===== config.mk =====
export PLATFORM = sky130hd
export DESIGN_NAME = mem_access_capture
export DESIGN_NICKNAME = d
export VERILOG_FILES = /design/src/rtl/mem_access_capture_pkg.sv /design/src/rtl/mem_access_capture_fifo.sv /design/src/rtl/mem_access_capture.sv
export SDC_FILE = /design/constraint.sdc
export NUM_CORES = 1
export LEC_CHECK = 0
export ABC_CLOCK_PERIOD_IN_PS = 18500
export CAP_MARGIN = 5
export CORE_MARGIN = 8
export CORE_UTILIZATION = 30
export CTS_CLUSTER_DIAMETER = 30
export CTS_CLUSTER_SIZE = 28
export DETAILED_ROUTE_END_ITERATION = 6
export HOLD_SLACK_MARGIN = 0.1
export PLACE_DENSITY = 0.56
export SYNTH_ARGS = -nofsm -noshare
export SYNTH_HDL_FRONTEND = slang
export SYNTH_HIERARCHICAL = 1
export SYNTH_SLANG_ARGS = --single-unit

===== constraint.sdc =====
create_clock -name clock -period 18.5 [get_ports clock]
set_input_delay 3.7 -clock clock [delete_from_list [all_inputs] [get_ports clock]]
set_output_delay 3.7 -clock clock [all_outputs]
set_load 0.05 [all_outputs]

===== src/rtl/mem_access_capture_pkg.sv =====
// Shared types for the memory-stage capture block. The record layout gains a
// timestamp field when MEM_ACCESS_CAPTURE_TIMESTAMP_EN is defined.
package mem_access_capture_pkg;

  localparam int ADDR_W_D  = 16;
  localparam int DATA_W_D  = 16;
  localparam int STATE_W_D = 2;
  localparam int TS_W      = 16;

  typedef enum logic {IDLE, ARMED} fsm_state_e;

  typedef struct packed {
    logic [ADDR_W_D-1:0]  addr;
    logic [DATA_W_D-1:0]  din;
    logic [DATA_W_D-1:0]  memout;
    logic                 rd;
    logic [STATE_W_D-1:0] state;
`ifdef MEM_ACCESS_CAPTURE_TIMESTAMP_EN
    logic [TS_W-1:0]      ts;
`endif
  } rec_t;

endpackage


===== src/rtl/mem_access_capture_fifo.sv =====
// Generic show-ahead FIFO; pointers carry an extra wrap bit to tell full from
// empty. The head word reads as zero while the FIFO is empty.
module mem_access_capture_fifo #(
  parameter int W     = 8,
  parameter int DEPTH = 8
) (
  input  logic                       clock,
  input  logic                       reset,
  input  logic                       push,
  input  logic [W-1:0]               wdata,
  input  logic                       pop,
  output logic [W-1:0]               rdata,
  output logic                       valid,
  output logic                       full,
  output logic [$clog2(DEPTH):0]     level
);
  localparam int AW = $clog2(DEPTH);

  logic [W-1:0] mem [DEPTH];
  logic [AW:0]  wptr, rptr;
  logic         do_push, do_pop;

  assign valid   = (wptr != rptr);
  assign full    = (wptr[AW] != rptr[AW]) && (wptr[AW-1:0] == rptr[AW-1:0]);
  assign level   = wptr - rptr;
  assign do_pop  = pop && valid;
  // A pop frees the head slot this edge, so a push into a full FIFO is still taken.
  assign do_push = push && (!full || do_pop);
  assign rdata   = valid ? mem[rptr[AW-1:0]] : '0;

  always_ff @(posedge clock) begin
    if (reset) begin
      wptr <= '0;
      rptr <= '0;
    end else begin
      if (do_push) wptr <= wptr + 1'b1;
      if (do_pop)  rptr <= rptr + 1'b1;
    end
  end

  always_ff @(posedge clock) begin
    if (do_push && !reset) mem[wptr[AW-1:0]] <= wdata;
  end

endmodule


===== src/rtl/mem_access_capture.sv =====
// Captures a record of the memory-stage signals each time mem_state changes.
// Optional MEM_ACCESS_CAPTURE_TIMESTAMP_EN adds a cycle counter and rec_ts.
module mem_access_capture
  import mem_access_capture_pkg::*;
#(
  parameter int ADDR_W  = 16,
  parameter int DATA_W  = 16,
  parameter int STATE_W = 2,
  parameter int DEPTH   = 8
) (
  input  logic                     clock,
  input  logic                     reset,
  input  logic [ADDR_W-1:0]        DMem_addr,
  input  logic [DATA_W-1:0]        DMem_din,
  input  logic [DATA_W-1:0]        memout,
  input  logic                     DMem_rd,
  input  logic [STATE_W-1:0]       mem_state,
  output logic                     rec_valid,
  input  logic                     rec_ready,
  output logic [ADDR_W-1:0]        rec_addr,
  output logic [DATA_W-1:0]        rec_din,
  output logic [DATA_W-1:0]        rec_memout,
  output logic                     rec_rd,
  output logic [STATE_W-1:0]       rec_state,
`ifdef MEM_ACCESS_CAPTURE_TIMESTAMP_EN
  output logic [TS_W-1:0]          rec_ts,
`endif
  output logic                     overflow,
  output logic [7:0]               drop_cnt,
  output logic [$clog2(DEPTH):0]   level
);
`ifdef MEM_ACCESS_CAPTURE_TIMESTAMP_EN
  localparam int REC_W = ADDR_W + 2*DATA_W + 1 + STATE_W + TS_W;
`else
  localparam int REC_W = ADDR_W + 2*DATA_W + 1 + STATE_W;
`endif

  fsm_state_e          state_q, state_d;
  logic [ADDR_W-1:0]   snap_addr;
  logic [DATA_W-1:0]   snap_din, snap_memout;
  logic                snap_rd;
  logic [STATE_W-1:0]  snap_state;
  logic                push, full, drop;
  logic [REC_W-1:0]    wdata, rdata;

  always_ff @(posedge clock) begin
    if (reset) state_q <= IDLE;
    else       state_q <= state_d;
  end

  // IDLE only primes the snapshot, so nothing is pushed the cycle after reset.
  always_comb begin
    state_d = state_q;
    push    = 1'b0;
    case (state_q)
      IDLE:    state_d = ARMED;
      ARMED:   push    = (mem_state != snap_state);
      default: state_d = IDLE;
    endcase
  end

  always_ff @(posedge clock) begin
    if (reset) begin
      snap_addr   <= '0;
      snap_din    <= '0;
      snap_memout <= '0;
      snap_rd     <= 1'b0;
      snap_state  <= '0;
    end else begin
      snap_addr   <= DMem_addr;
      snap_din    <= DMem_din;
      snap_memout <= memout;
      snap_rd     <= DMem_rd;
      snap_state  <= mem_state;
    end
  end

`ifdef MEM_ACCESS_CAPTURE_TIMESTAMP_EN
  logic [TS_W-1:0] cyc_cnt, snap_ts;

  always_ff @(posedge clock) begin
    if (reset) begin
      cyc_cnt <= '0;
      snap_ts <= '0;
    end else begin
      cyc_cnt <= cyc_cnt + 1'b1;
      snap_ts <= cyc_cnt;
    end
  end

  assign wdata = {snap_addr, snap_din, snap_memout, snap_rd, snap_state, snap_ts};
  assign {rec_addr, rec_din, rec_memout, rec_rd, rec_state, rec_ts} = rdata;
`else
  assign wdata = {snap_addr, snap_din, snap_memout, snap_rd, snap_state};
  assign {rec_addr, rec_din, rec_memout, rec_rd, rec_state} = rdata;
`endif

  assign drop = push && full && !(rec_valid && rec_ready);

  always_ff @(posedge clock) begin
    if (reset) begin
      overflow <= 1'b0;
      drop_cnt <= '0;
    end else if (drop) begin
      overflow <= 1'b1;
      if (drop_cnt != 8'hFF) drop_cnt <= drop_cnt + 8'd1;
    end
  end

  mem_access_capture_fifo #(.W(REC_W), .DEPTH(DEPTH)) u_fifo (
    .clock (clock),
    .reset (reset),
    .push  (push),
    .wdata (wdata),
    .pop   (rec_ready),
    .rdata (rdata),
    .valid (rec_valid),
    .full  (full),
    .level (level)
  );

endmodule


---- Yosys cells after proc, flatten, opt, wreduce, memory -nomap -nowiden ----
Memory sizes are Yosys's and may differ from the RTL's. A register that Yosys moved wholly into a read port is not among the register bits.
Index checks and enable logic that the tools add are counted.
word-level totals
  input bits .............................. 54
  bits in writable memories ............... 408
  register bits ........................... 69
  memories kept ........................... 1
memory list
  memory      words  width  rd ports  clocked after Yosys merged registers in  wr ports  RTL line                       text
  u_fifo.mem  8      51     1         1                                        1         mem_access_capture_fifo.sv:19  logic [W-1:0] mem [DEPTH];
operators by class
  reduce and logical (&&, ||, !) cells .... 11
  $add $sub $neg .......................... 4
  equal/unequal tests ..................... 5
  multiplexer cells ....................... 7
operators with widths
  cell                                                            count
  51-bit two-way mux                                              1
  4-bit by 1-bit adder with 4-bit output (second input constant)  2
  8-bit by 1-bit adder with 8-bit output (second input constant)  1
  8-bit inequality test (second input constant)                   1
  1-bit logical AND                                               6
  3-bit two-way mux                                               2
  1-bit two-way mux                                               4
  4-bit inequality test                                           1
  4-bit subtractor                                                1
  3-bit == test                                                   1
  1-bit logical NOT                                               3
  2-bit inequality test                                           1
  2-bit AND reduction                                             1
  1-bit logical OR                                                1
  1-bit inequality test                                           1

---- Depth between registers and ports, before layout ----
  depth in word-level cells ............... 8
  mapped depth ............................ 9
  gate-level depth less buffers ........... 8

---- By module ----
The synthesis kept the hierarchy.
modules (own cells, without submodules)
  module                   instances  area an instance (sq um)  cells each
  mem_access_capture_fifo  1          15954.1                   675
  mem_access_capture       1          1843.0                    162

---- Least setup slack after synthesis ----
No wires, ideal clock.
  path type ............................... input-to-reg
  from .................................... in mem_state[0]
  to ...................................... mem u_fifo/mem[0][0] (netlist bit) (enable)
  data arrival time ....................... 8.038 ns
  slack ................................... 9.939 ns
  stages on the path ...................... 5
  buffers on the path ..................... 0
  required time ........................... 17.977 ns
  cells stage by stage .................... xnor2_1 -> a21boi_0 -> nor3b_1 -> nand2_1 -> nor3_1
between the ends
  longest elaborated chain between the ends .. 6
ends and longest elaborated chain
  item                                     RTL line                       text
  start: declaration                       mem_access_capture.sv:17       input logic [STATE_W-1:0] mem_state,
  2-bit inequality test                    mem_access_capture.sv:57       ARMED: push = (mem_state != snap_state);
  1-bit two-way mux                        mem_access_capture.sv:55       case (state_q)
  via push                                 mem_access_capture.sv:43       logic push, full, drop;
  1-bit logical AND                        mem_access_capture_fifo.sv:28  assign do_push = push && (!full || do_pop);
  1-bit logical AND                        mem_access_capture_fifo.sv:42  if (do_push && !reset) mem[wptr[AW-1:0]] <= wdata;
  1-bit two-way mux                        mem_access_capture_fifo.sv:42
  1-bit two-way mux (not written as such)  mem_access_capture_fifo.sv:42
  end: declaration                         mem_access_capture_fifo.sv:19
The timed path passes the listed nets, and every way through them passes these cells.

---- Worst setup path in the final report ----
  from .................................... reg u_fifo.wptr[0]
  to ...................................... out rec_din[6]
between the ends
  longest elaborated chain between the ends .. 2
ends and longest elaborated chain
  item                      RTL line                       text
  start: declaration        mem_access_capture_fifo.sv:20  logic [AW:0] wptr, rptr;
  start signal: assignment  mem_access_capture_fifo.sv:36  if (do_push) wptr <= wptr + 1'b1;
  4-bit inequality test     mem_access_capture_fifo.sv:23  assign valid = (wptr != rptr);
  51-bit two-way mux        mem_access_capture_fifo.sv:29  assign rdata = valid ? mem[rptr[AW-1:0]] : '0;
  end: declaration          mem_access_capture.sv:21       output logic [DATA_W-1:0] rec_din,
Every way passes these cells.

==> metrics <==
clk sinks 480; Max-slew headroom a little under a third; area of the multi-input gates 3890 sq um; Setup TNS 0 ns; # diodes 0; share of Yosys cell area claimed by the top area cell type 68.84%; NetSw between 900 and 1000 uW; fin. max-slew vios 0; Post-Syn Area ~18000 sq um; FFs w/ async S/R, synth 0%; H-tree depth 3; post-DP HPWL between 15000 and 20000 um; Pleak between 0.007 and 0.008 uW; number of cells after detailed placement between 1500 and 2000; Vias roughly 8800; Sw Ratio 25.03%; number of global-route vias before repair 9648; count of final setup violators 0; die area just under 70000 sq um; # DRC 0; FP Rows 89; fmax approximately 130 MHz; unrepaired setup endpoints after global routing no; wire per inst between 20 and 25 um; EDFF count, synth slightly above 400; Final #Nets 1089; root buffer cell clkbuf_16; cell taking the most area after synthesis edfxtp_1; share of power burned in registers between 30% and 40%; starting utilization of the core area a little under a third; startpoint types register; gr ovfl total 0; Least-Margin Pin Slew 1.044 ns; register area 13700 sq um; Post-Syn Nets ~900; Pwr per Cell Area 156.9 nW/um^2; crit path DAT about 3.9 ns; post-layout minimum cycle time about 7.6 ns; TritonCTS clock tree built; GPL Wtd Cong between 0.7 and 0.8; HP Class register to register; final WL between 30000 and 40000 um; count leader, synth edfxtp_1; post-synthesis sequential area ratio roughly 77%; initial drt markers about 540; Ys Warns 6; Via density 4.651; Hold Slack 0.4508 ns; final core occ between 40% and 50%; final period utilization 40.81%; number of max-cap violations 0; Unique masters post-synth 45; Total Routing Usage GR between 10% and 20%; top cells by count, synth edfxtp_1 (408), mux4_2 (81), dfxtp_1 (72), a22o_1 (51), nor2b_1 (51); Synth Register Bits 480; Worst Skew 0.01515 ns; share of layout cells above drive strength 1 roughly 26%; Fin. Hold Viols 0; dominant cells by area after synthesis edfxtp_1 (69%), mux4_2 (10%), dfxtp_1 (8.1%), mux4_1 (3.1%), a22o_1 (2.5%); combinational share of power 14.5%; post-CTS setup repair buffer count 0; Bufs on Longest Clock Path 3; clk_lat worst skew 0.61 ns; Int Power approximately 2800 uW; worst vdd ir a little under 0.1 mV; post-cts resize count 0; CP Max Fanout between 50 and 60; Post-Syn Instances about 840; Die X 259.6 um; antenna-violating nets left 0; Clk network pwr share 52.4%; main flop type after synthesis edfxtp_1; Avg Synthesized Cell Area between 20 and 25 sq um; PortBufs 118; DIE HEIGHT approximately 260 um; number of CTS-inserted buffers 101; Setup crit end kind output port; Std-Cell Core Area 58800 sq um; filler instances 5259; I/O pin cnt between 100 and 150; worst endpoint required time 14.80 ns; CTS Hold Bufs 0; DRT Pass-1 Iters 5; Setup CP Type register to output port; clock slew at reported path FFs around 0.05 ns; status finished, final reports clean; largest net degree at the start of global routing 72; global-route wire length before repair roughly 60000 um; antenna violations before repair 1; filler-free cell count of the finished design roughly 1900; Layout area overhead 32.68%
## logic make-up after synthesis
| group | Yosys count | share of synthesized area, % |
|---|---|---|
| AOI/OAI and AO/OA | 80 | 3.621 |
| xor gates and xnor gates | 12 | 0.6961 |
| adders and majority gates | 7 | 0.5343 |
| buffers and inverters | 54 | 1.561 |
| DFF | 480 | 76.94 |
| muxes | 103 | 13.41 |
| and+or+nand+nor | 101 | 3.241 |
## cells in the final DEF (no fill, tap or decap), types with 14 or more instances in the layout
| cell type | netlist | layout |
|---|---|---|
| clkinv_2 | 0 | 14 |
| clkinvlp_4 | 0 | 14 |
| dfxtp_1 | 72 | 70 |
| buf_4 | 0 | 14 |
| clkbuf_16 | 0 | 106 |
| a22o_1 | 51 | 51 |
| bufinv_16 | 0 | 22 |
| clkdlybuf4s50_1 | 0 | 117 |
| mux4_2 | 81 | 81 |
| mux4_1 | 21 | 21 |
| nor2b_1 | 51 | 51 |
| edfxtp_1 | 408 | 408 |
## power groups by stage
stage	Sequential, uW	Combinational (uW)	Clock [uW]
6_report	1220	539	1940
5_1_grt	1230	570	2040
4_1_cts	1230	551	1980
3_5_place_dp	1240	549	0
3_3_place_gp	1240	550	0
2_1_floorplan	1230	390	0
## layout make-up
class | count | share of cell area (%)
timing repair buffer | 131 | 5.405
clock inverter | 71 | 4.239
clock buffer | 118 | 11.59
multi-input combinational | 303 | 16.47
sequential | 480 | 58.02
tap | 773 | 4.096
inverter | 11 | 0.1749
## path summary, 6_finish.rpt
| check | start | to | slack, ns | depth (start not counted) |
|---|---|---|---|---|
| setup / recovery | u_fifo/wptr[0] | rec_din[6] | 10.95 | 8 |
| hold / removal | overflow | overflow | 0.45 | 2 |
| setup reg to reg | u_fifo/wptr[0] | u_fifo/mem[4][49] | 15.31 | 7 |
| hold reg to reg | overflow | overflow | 0.45 | 2 |
## sequential cells by signal, summed over array words and instances (netlist names), named ones only
register     flops
u_fifo/mem     408
snap_addr       16
snap_din        16
snap_memout     16
drop_cnt         8
u_fifo/rptr      4
u_fifo/wptr      4
snap_state       2
overflow         1
snap_rd          1
state_q          1
## metal layers
layer | routed length (um) | track usage [%] | vias to the layer above
li1 | - | - | 3887
met1 | 17390 | 15.23 | 4591
met2 | 19070 | 18.80 | 219
met3 | 2121 | 3.499 | 80
met4 | 1082 | 4.381 | 0
met5 | 0 | 0 | -
## worst max-delay path, cell delays in order, from the launching register on
cell and delay (ns):
dfxtp_1 0.45, inv_1 0.14, ha_1 0.34, and3_1 0.30, nand2_4 0.12, and2_2 0.15
buf_4 0.58, a22o_1 0.28, clkdlybuf4s50_1 0.81
## metrics by stage
| step | instance area (sq um) | worst slack, ns | power [uW] |
|---|---|---|---|
| 6_report | 23610 | 10.95 | 3706 |
| 5_1_grt | 23610 | 10.72 | 3835 |
| 4_1_cts | 23610 | 10.86 | 3758 |
| 3_5_place_dp | 19880 | 11.55 | 1794 |
| 3_3_place_gp | 19880 | 11.53 | 1793 |
| 2_1_floorplan | 17800 | 9.939 | 1620 |
(Power assumes the default switching activity.)
